==> src/rtl/trace_pkg.sv <==
// rtl/trace_pkg.sv - shared record type, widths and reset constants for trace_commit_arbiter
// TRACE_TIMESTAMP_EN adds a 64-bit enqueue cycle stamp to every record.
package trace_pkg;

    localparam int TRACE_XLEN_MAX = 64;
    localparam int TRACE_ILEN_MAX = 32;
    localparam int CYCLE_W        = 64;

    typedef struct packed {
        logic [TRACE_XLEN_MAX-1:0] pc;
        logic [TRACE_ILEN_MAX-1:0] inst;
        logic [TRACE_XLEN_MAX-1:0] wdata;
`ifdef TRACE_TIMESTAMP_EN
        logic [CYCLE_W-1:0]        cycle;
`endif
    } trace_rec_t;

    localparam trace_rec_t REC_RESET = '0;

    function automatic int hartid_w(input int n);
        return (n > 1) ? $clog2(n) : 1;
    endfunction

endpackage

==> src/rtl/trace_fifo.sv <==
// rtl/trace_fifo.sv - per-hart synchronous FIFO with extra-MSB wrapping pointers
// Caller never pushes when full unless it pops in the same cycle.
module trace_fifo #(
    parameter int W     = 8,
    parameter int DEPTH = 8
) (
    input  logic         clock,
    input  logic         reset,
    input  logic         push,
    input  logic [W-1:0] wdata,
    input  logic         pop,
    output logic         full,
    output logic         empty,
    output logic [W-1:0] head
);

    localparam int AW = $clog2(DEPTH);

    logic [AW:0]  wr_ptr_q;
    logic [AW:0]  rd_ptr_q;
    logic [W-1:0] mem_q [DEPTH];

    always_ff @(posedge clock or posedge reset) begin
        if (reset) begin
            wr_ptr_q <= '0;
            rd_ptr_q <= '0;
        end else begin
            if (push) wr_ptr_q <= wr_ptr_q + 1'b1;
            if (pop)  rd_ptr_q <= rd_ptr_q + 1'b1;
        end
    end

    always_ff @(posedge clock) begin
        if (push) mem_q[wr_ptr_q[AW-1:0]] <= wdata;
    end

    assign full  = (wr_ptr_q[AW] != rd_ptr_q[AW]) && (wr_ptr_q[AW-1:0] == rd_ptr_q[AW-1:0]);
    assign empty = (wr_ptr_q == rd_ptr_q);
    assign head  = mem_q[rd_ptr_q[AW-1:0]];

endmodule

==> src/rtl/trace_commit_arbiter.sv <==
// rtl/trace_commit_arbiter.sv - round-robin merge of per-hart commit trace into one checker port
// TRACE_TIMESTAMP_EN adds out_cycle carrying each record's enqueue cycle.
module trace_commit_arbiter
    import trace_pkg::*;
#(
    parameter int NHARTS = 2,
    parameter int DEPTH  = 8,
    parameter int XLEN   = 64,
    parameter int ILEN   = 32,
    localparam int HW    = hartid_w(NHARTS)
) (
    input  logic                   clock,
    input  logic                   reset,
    input  logic [NHARTS-1:0]      in_valid,
    input  logic [NHARTS*XLEN-1:0] in_pc,
    input  logic [NHARTS*ILEN-1:0] in_inst,
    input  logic [NHARTS*XLEN-1:0] in_wdata,
    output logic                   out_valid,
    input  logic                   out_ready,
    output logic [HW-1:0]          out_hartid,
    output logic [XLEN-1:0]        out_pc,
    output logic [ILEN-1:0]        out_inst,
    output logic [XLEN-1:0]        out_wdata,
    output logic                   overflow,
    output logic [HW-1:0]          overflow_hart,
`ifdef TRACE_TIMESTAMP_EN
    output logic [63:0]            out_cycle,
`endif
    output logic                   drained
);

    trace_rec_t [NHARTS-1:0] in_rec;
    trace_rec_t [NHARTS-1:0] head;
    logic [NHARTS-1:0]       full, empty, push, pop, drop;

    logic          load, found;
    logic [HW-1:0] grant;
    int            scan_idx;

    logic          out_valid_q, out_valid_d;
    trace_rec_t    out_rec_q, out_rec_d;
    logic [HW-1:0] out_hartid_q, out_hartid_d;
    logic [HW-1:0] rr_q, rr_d;
    logic          ovf_q, ovf_d;
    logic [HW-1:0] ovf_hart_q, ovf_hart_d;

`ifdef TRACE_TIMESTAMP_EN
    logic [CYCLE_W-1:0] cycle_q;

    always_ff @(posedge clock or posedge reset) begin
        if (reset) cycle_q <= '0;
        else       cycle_q <= cycle_q + 1'b1;
    end
`endif

    // A full FIFO still takes a push when the arbiter drains it the same cycle.
    always_comb begin
        for (int h = 0; h < NHARTS; h++) begin
            in_rec[h]       = REC_RESET;
            in_rec[h].pc    = TRACE_XLEN_MAX'(in_pc[h*XLEN +: XLEN]);
            in_rec[h].inst  = TRACE_ILEN_MAX'(in_inst[h*ILEN +: ILEN]);
            in_rec[h].wdata = TRACE_XLEN_MAX'(in_wdata[h*XLEN +: XLEN]);
`ifdef TRACE_TIMESTAMP_EN
            in_rec[h].cycle = cycle_q;
`endif
            push[h] = in_valid[h] & (~full[h] | pop[h]);
            drop[h] = in_valid[h] & full[h] & ~pop[h];
        end
    end

    for (genvar h = 0; h < NHARTS; h++) begin : g_fifo
        trace_fifo #(
            .W     ($bits(trace_rec_t)),
            .DEPTH (DEPTH)
        ) u_fifo (
            .clock (clock),
            .reset (reset),
            .push  (push[h]),
            .wdata (in_rec[h]),
            .pop   (pop[h]),
            .full  (full[h]),
            .empty (empty[h]),
            .head  (head[h])
        );
    end

    assign load = ~out_valid_q | out_ready;

    always_comb begin
        found    = 1'b0;
        grant    = '0;
        scan_idx = 0;
        for (int i = 0; i < NHARTS; i++) begin
            scan_idx = int'(rr_q) + i;
            if (scan_idx >= NHARTS) scan_idx = scan_idx - NHARTS;
            if (!found && !empty[scan_idx]) begin
                found = 1'b1;
                grant = HW'(scan_idx);
            end
        end
    end

    always_comb begin
        pop          = '0;
        out_valid_d  = out_valid_q;
        out_rec_d    = out_rec_q;
        out_hartid_d = out_hartid_q;
        rr_d         = rr_q;
        if (load) begin
            out_valid_d = found;
            if (found) begin
                pop[grant]   = 1'b1;
                out_rec_d    = head[grant];
                out_hartid_d = grant;
                rr_d         = (grant == HW'(NHARTS - 1)) ? '0 : grant + 1'b1;
            end
        end
    end

    // Descending scan so the lowest dropping hart wins the first-drop latch.
    always_comb begin
        ovf_d      = ovf_q | (|drop);
        ovf_hart_d = ovf_hart_q;
        if (!ovf_q) begin
            for (int h = NHARTS - 1; h >= 0; h--) begin
                if (drop[h]) ovf_hart_d = HW'(h);
            end
        end
    end

    always_ff @(posedge clock or posedge reset) begin
        if (reset) begin
            out_valid_q  <= 1'b0;
            out_rec_q    <= REC_RESET;
            out_hartid_q <= '0;
            rr_q         <= '0;
            ovf_q        <= 1'b0;
            ovf_hart_q   <= '0;
        end else begin
            out_valid_q  <= out_valid_d;
            out_rec_q    <= out_rec_d;
            out_hartid_q <= out_hartid_d;
            rr_q         <= rr_d;
            ovf_q        <= ovf_d;
            ovf_hart_q   <= ovf_hart_d;
        end
    end

    assign out_valid     = out_valid_q;
    assign out_hartid    = out_hartid_q;
    assign out_pc        = out_rec_q.pc[XLEN-1:0];
    assign out_inst      = out_rec_q.inst[ILEN-1:0];
    assign out_wdata     = out_rec_q.wdata[XLEN-1:0];
    assign overflow      = ovf_q;
    assign overflow_hart = ovf_hart_q;
`ifdef TRACE_TIMESTAMP_EN
    assign out_cycle     = out_rec_q.cycle;
`endif
    assign drained       = (&empty) & ~out_valid_q;

endmodule
==> config.mk <==
export PLATFORM = sky130hd
export DESIGN_NAME = trace_commit_arbiter
export DESIGN_NICKNAME = d
export VERILOG_FILES = /design/src/rtl/trace_pkg.sv /design/src/rtl/trace_fifo.sv /design/src/rtl/trace_commit_arbiter.sv
export SDC_FILE = /design/constraint.sdc
export NUM_CORES = 2
export LEC_CHECK = 0
export CORE_MARGIN = 1.5
export CORE_UTILIZATION = 47
export DETAILED_ROUTE_END_ITERATION = 8
export HOLD_SLACK_MARGIN = 0.05
export SLEW_MARGIN = 20
export SYNTH_ARGS = -nofsm -noshare
export SYNTH_HDL_FRONTEND = slang
export SYNTH_HIERARCHICAL = 1
export SYNTH_SLANG_ARGS = --single-unit
==> constraint.sdc <==
create_clock -name clock -period 19.35 [get_ports clock]
set_input_delay 3.87 -clock clock [delete_from_list [all_inputs] [get_ports clock]]
set_output_delay 3.87 -clock clock [all_outputs]
set_load 0.02 [all_outputs]
==> results.md <==
Cells and area:
- The area growth from synthesis to layout is 16.6%.
- The count of nets after finishing is 5324.
- Of the cells placed in the final design, the portion with a size suffix greater than 1 is 28.5%.
- Counting the fill cells in the layout gives 16400.
- After the flow finishes, the layout carries non-filler instances totaling 8204.
- With fillers left out, the area of the finished cells amounts to 122000 um^2.

Power:
- The maximum vdd ir drop is 0.000115 V.
- The power per cell area is 156 nW/um^2.
- The analysis attributes to cell leakage a power of 38.8 nW.

STA:
- The clock skew after layout is 75.3 ps.
- The actual slew at the worst max-slew pin is 1380 ps.
- The count of pins over their slew limit came to 0.
- The sum of negative setup slack is 0 ps.
- The routed design could run at a clock period as short as 8210 ps.
- The number of hold violations in the final report is 0.
- The setup-violating endpoint count in the final report is 0.
- Setup repair after global routing left no endpoint under its margin.
- The maximum frequency from static timing analysis is 122 MHz.
- Measured against its own limit, the worst slew margin works out to 8.23%.
- The final critical path takes up 42.4% of the cycle.

Worst setup path:
- The worst setup path is launched from a register.
- Walking the worst path, the cells encountered are xor2_1 > nor4b_2 > nand2_8 > nor2_1 > clkdlybuf4s50_1.
- STA classifies the critical path endpoint as a primary output.
- The launch point of the critical path is g_fifo[1].u_fifo/rd_ptr_q[2].
- The buffering stage count on the worst path with inverters included is 1.
- The count of cells along the worst register-to-register path is 9.
- The endpoint of the lowest-slack register-to-register path is g_fifo[0].u_fifo/mem_q[4][113].
- The critical path start-end classification is reg -> out.
- Counting buffers and inverters, the worst setup path is 5 cells deep.
- STA puts the critical path data arrival time at 4340 ps.
- For the worst setup path, the data required time is 15480 ps.
- The startpoint of the most critical register-to-register path is g_fifo[1].u_fifo/rd_ptr_q[2].
- The endpoint of the most critical setup path is drained.
- Of all nets on the critical path, the largest fanout is 49.
- The stage delay of the slowest cell on the critical path is 940 ps.
- In this run the register-to-register setup slack is 13260 ps.
- The slowest stage of the critical path belongs to the cell sky130_fd_sc_hd__nor4b_2.
- In this design, the largest share of critical-path delay is due to simple AND/OR/NAND/NOR gates.

Placement:
- The detailed placer's ending HPWL is 147000 um.
- The placer congestion estimate is 0.756.
- In this run, placement finished with an instance count of 7647.
- Input and output buffers added on the ports amount to 489.
- In this run the cell area measured after placement is 112000 um^2.

Synthesis:
- In this run, synthesis produced a sequential element count of 2741.
- Counting flops with a built-in enable in the synthesized netlist gives 2560.
- The register area share after synthesis is 78.0%.
- The number of nets handed over by synthesis was 4697.
- Of all flip-flops after synthesis, the portion carrying an async set or reset was 6.60%.
- The number of library cell types mapped by synthesis is 35.
- The post-synthesis cell count is 4368.
- The synthesized area is 104000 um^2.
- For this run, the number of Yosys warnings is 6.
- The mean area per synthesized cell is 23.9 um^2.
- The most used flip-flop cell after synthesis is sky130_fd_sc_hd__edfxtp_1.

Global route:
- The maximum number of pins on one net before global-route repair is 134.
- The via count of the first global-routing pass is 50100.
- The global routing usage summed across all routing layers is 23.2%.
- The leftover overflow at the end of global routing is 0.
- The initial antenna violation count is 91.
- The wire length of the first global-routing pass is 371000 um.

Floorplanning:
- The die area is 225000 um^2.
- The die height is 474 um.
- The core region area is 220000 um^2.
- The die span in x is 474 um.
- The initial utilization of the core area, before any placement, comes to 47.4%.
- The row count is 172.
- Pin placement for this block handled 490 I/O pins.

Clock network:
- The clock tree from TritonCTS is built.
- CTS placed an instance of sky130_fd_sc_hd__clkbuf_16 at the clock tree root.
- TritonCTS created 302 clock buffers.
- The H-tree was split into 5 levels.
- CTS saw 2741 sinks.
- The clock latency of the later-clocked register in the worst-skew pair is 950 ps.
- No sink is reached through more buffers than the 4 on the longest clock path.
- The number of hold buffers added after CTS was 0.
- After clock tree synthesis, the clock-pin slew on the worst setup and hold paths is 60 ps.
- In this run, post-CTS repair resized a total of 0 instances.
- Post-CTS timing repair inserted 0 buffers for setup.

Detailed routing:
- The post-detailed-route DRC marker count is 0.
- The first TritonRoute pass finished after 5 iterations.
- The final antenna-violating net count is 0.
- In the routed layout, each cell is associated on average with a via count of 5.93.
- The total number of vias is 48600.
- For this block, the initial DRC count from the detailed router was 4649.
- The routed wire length is 259000 um.
- In the final routed layout, each cell accounts on average for 31.6 um.

Run:
- The tool flagged a number of max-cap violations equal to 0.

Status:
- The run finished with clean final reports.

Worst hold path:
- The tightest min-delay check is of the reg -> reg type.
synthesized netlist by cell type (all sizes together) (2+ instances only):
| cell type | count | area (um^2) |
|---|---|---|
| a21boi | 160 | 1200 |
| a21o | 2 | 15.0 |
| a221o | 160 | 1600 |
| buf | 184 | 1320 |
| clkbuf | 71 | 267 |
| dfrtp | 181 | 4530 |
| edfxtp | 2560 | 76900 |
| ha | 4 | 50.1 |
| inv | 8 | 30.0 |
| mux2 | 324 | 3650 |
| mux4 | 640 | 14400 |
| nand2 | 11 | 43.8 |
| nand2b | 7 | 43.8 |
| nand4 | 4 | 25.0 |
| nor2 | 12 | 45.0 |
| nor3 | 6 | 40.0 |
| nor4 | 2 | 12.5 |
| nor4b | 2 | 17.5 |
| o21a | 2 | 15.0 |
| xnor2 | 10 | 87.6 |
| xor2 | 10 | 87.6 |
logic make-up (layout without fill, tap and decap cells):
logic type	Yosys count	after routing	synth area share [%]
adders and majority gates	4	4	0.0479
xor gates and xnor gates	20	20	0.168
and+or+nand+nor	48	48	0.247
AOI/OAI and AO/OA	328	328	2.75
buffers and inverters	263	1115	1.54
DFF	2741	2741	78.0
muxes	964	964	17.3
other	0	26	0
cell usage in the layout, fill, tap and decap left out, drive strengths merged, types with 10 or more instances in the layout:
cell type / n
edfxtp: 2560
mux4: 640
clkdlybuf4s50: 489
clkbuf: 392
mux2: 324
dfrtp: 181
a221o: 160
a21boi: 160
clkinv: 108
buf: 89
diode: 26
bufinv: 15
inv: 13
nor2: 12
nand2: 11
xnor2: 10
xor2: 10
power breakdown:
| part | total [mW] | leakage [nW] | internal [mW] | switching (mW) |
|---|---|---|---|---|
| clock | 5.42 | 4.53 | 3.17 | 2.25 |
| combinational | 5.51 | 8.85 | 2.61 | 2.90 |
| sequential | 8.07 | 25.4 | 7.58 | 0.483 |
| total | 19.0 | 38.8 | 13.4 | 5.63 |
state kept, by name, indices dropped and copies added (netlist names), 8 cells and up:
name and count:
g_fifo.u_fifo/rd_ptr_q 8, out_inst 32, g_fifo.u_fifo/wr_ptr_q 8, out_pc 64
g_fifo.u_fifo/mem_q 2560, out_wdata 64
layout make-up:
class	instances	area, um^2	share of cell area, %
Multi-Input combinational cell	1364	21600	17.7
Clock inverter	137	1090	0.892
Antenna cell	26	65.1	0.0534
Inverter	8	52.6	0.0432
Clock buffer	392	8180	6.72
Sequential cell	2741	81400	66.9
Timing Repair Buffer	578	5710	4.69
Tap cell	2958	3700	3.04
metrics by stage:
step           utilization [%]  hold WS (ps)  power [mW]  setup slack [ps]
4_1_cts                   55.3           498        19.2             11010
3_3_place_gp              51.0           483        13.7             10730
6_report                  55.3           495        19.0             11140
3_5_place_dp              51.1           485        13.8             10690
2_1_floorplan                -           465        12.0              2760
5_1_grt                   55.3           516        19.8             10940
how the worst min path moves through the flow:
stage	slack, ps	to	from	cells after the start
after global routing	520	g_fifo[1].u_fifo/wr_ptr_q[3]	g_fifo[1].u_fifo/wr_ptr_q[3]	1
after floorplan	470	rr_q	rr_q	1
after CTS	500	g_fifo[1].u_fifo/wr_ptr_q[3]	g_fifo[1].u_fifo/wr_ptr_q[3]	1
after detailed placement	490	g_fifo[1].u_fifo/rd_ptr_q[3]	g_fifo[1].u_fifo/rd_ptr_q[3]	1
final	500	g_fifo[1].u_fifo/wr_ptr_q[3]	g_fifo[1].u_fifo/wr_ptr_q[3]	1
after global placement	480	g_fifo[1].u_fifo/wr_ptr_q[3]	g_fifo[1].u_fifo/wr_ptr_q[3]	1
worst reg2reg max path, stage by stage (launching register included):
cell and delay (ps):
sky130_fd_sc_hd__dfrtp_4 920, sky130_fd_sc_hd__xor2_1 250, sky130_fd_sc_hd__nor4b_2 940, sky130_fd_sc_hd__nor2b_1 170
sky130_fd_sc_hd__nor3_4 180, sky130_fd_sc_hd__o21a_1 280, sky130_fd_sc_hd__nand2b_1 270, sky130_fd_sc_hd__nor2_4 830
sky130_fd_sc_hd__buf_4 900, sky130_fd_sc_hd__buf_4 860
routing by layer:
| layer | vias to the layer above | part of all wire (%) | track usage, % |
|---|---|---|---|
| met5 | - | 0.16 | 0 |
| met4 | 68 | 2.5 | 6.56 |
| met3 | 474 | 6.4 | 4.64 |
| met2 | 1579 | 50 | 37.9 |
| met1 | 26500 | 41 | 31.7 |
| li1 | 20000 | - | - |
Power figures use the tool's default switching activity.
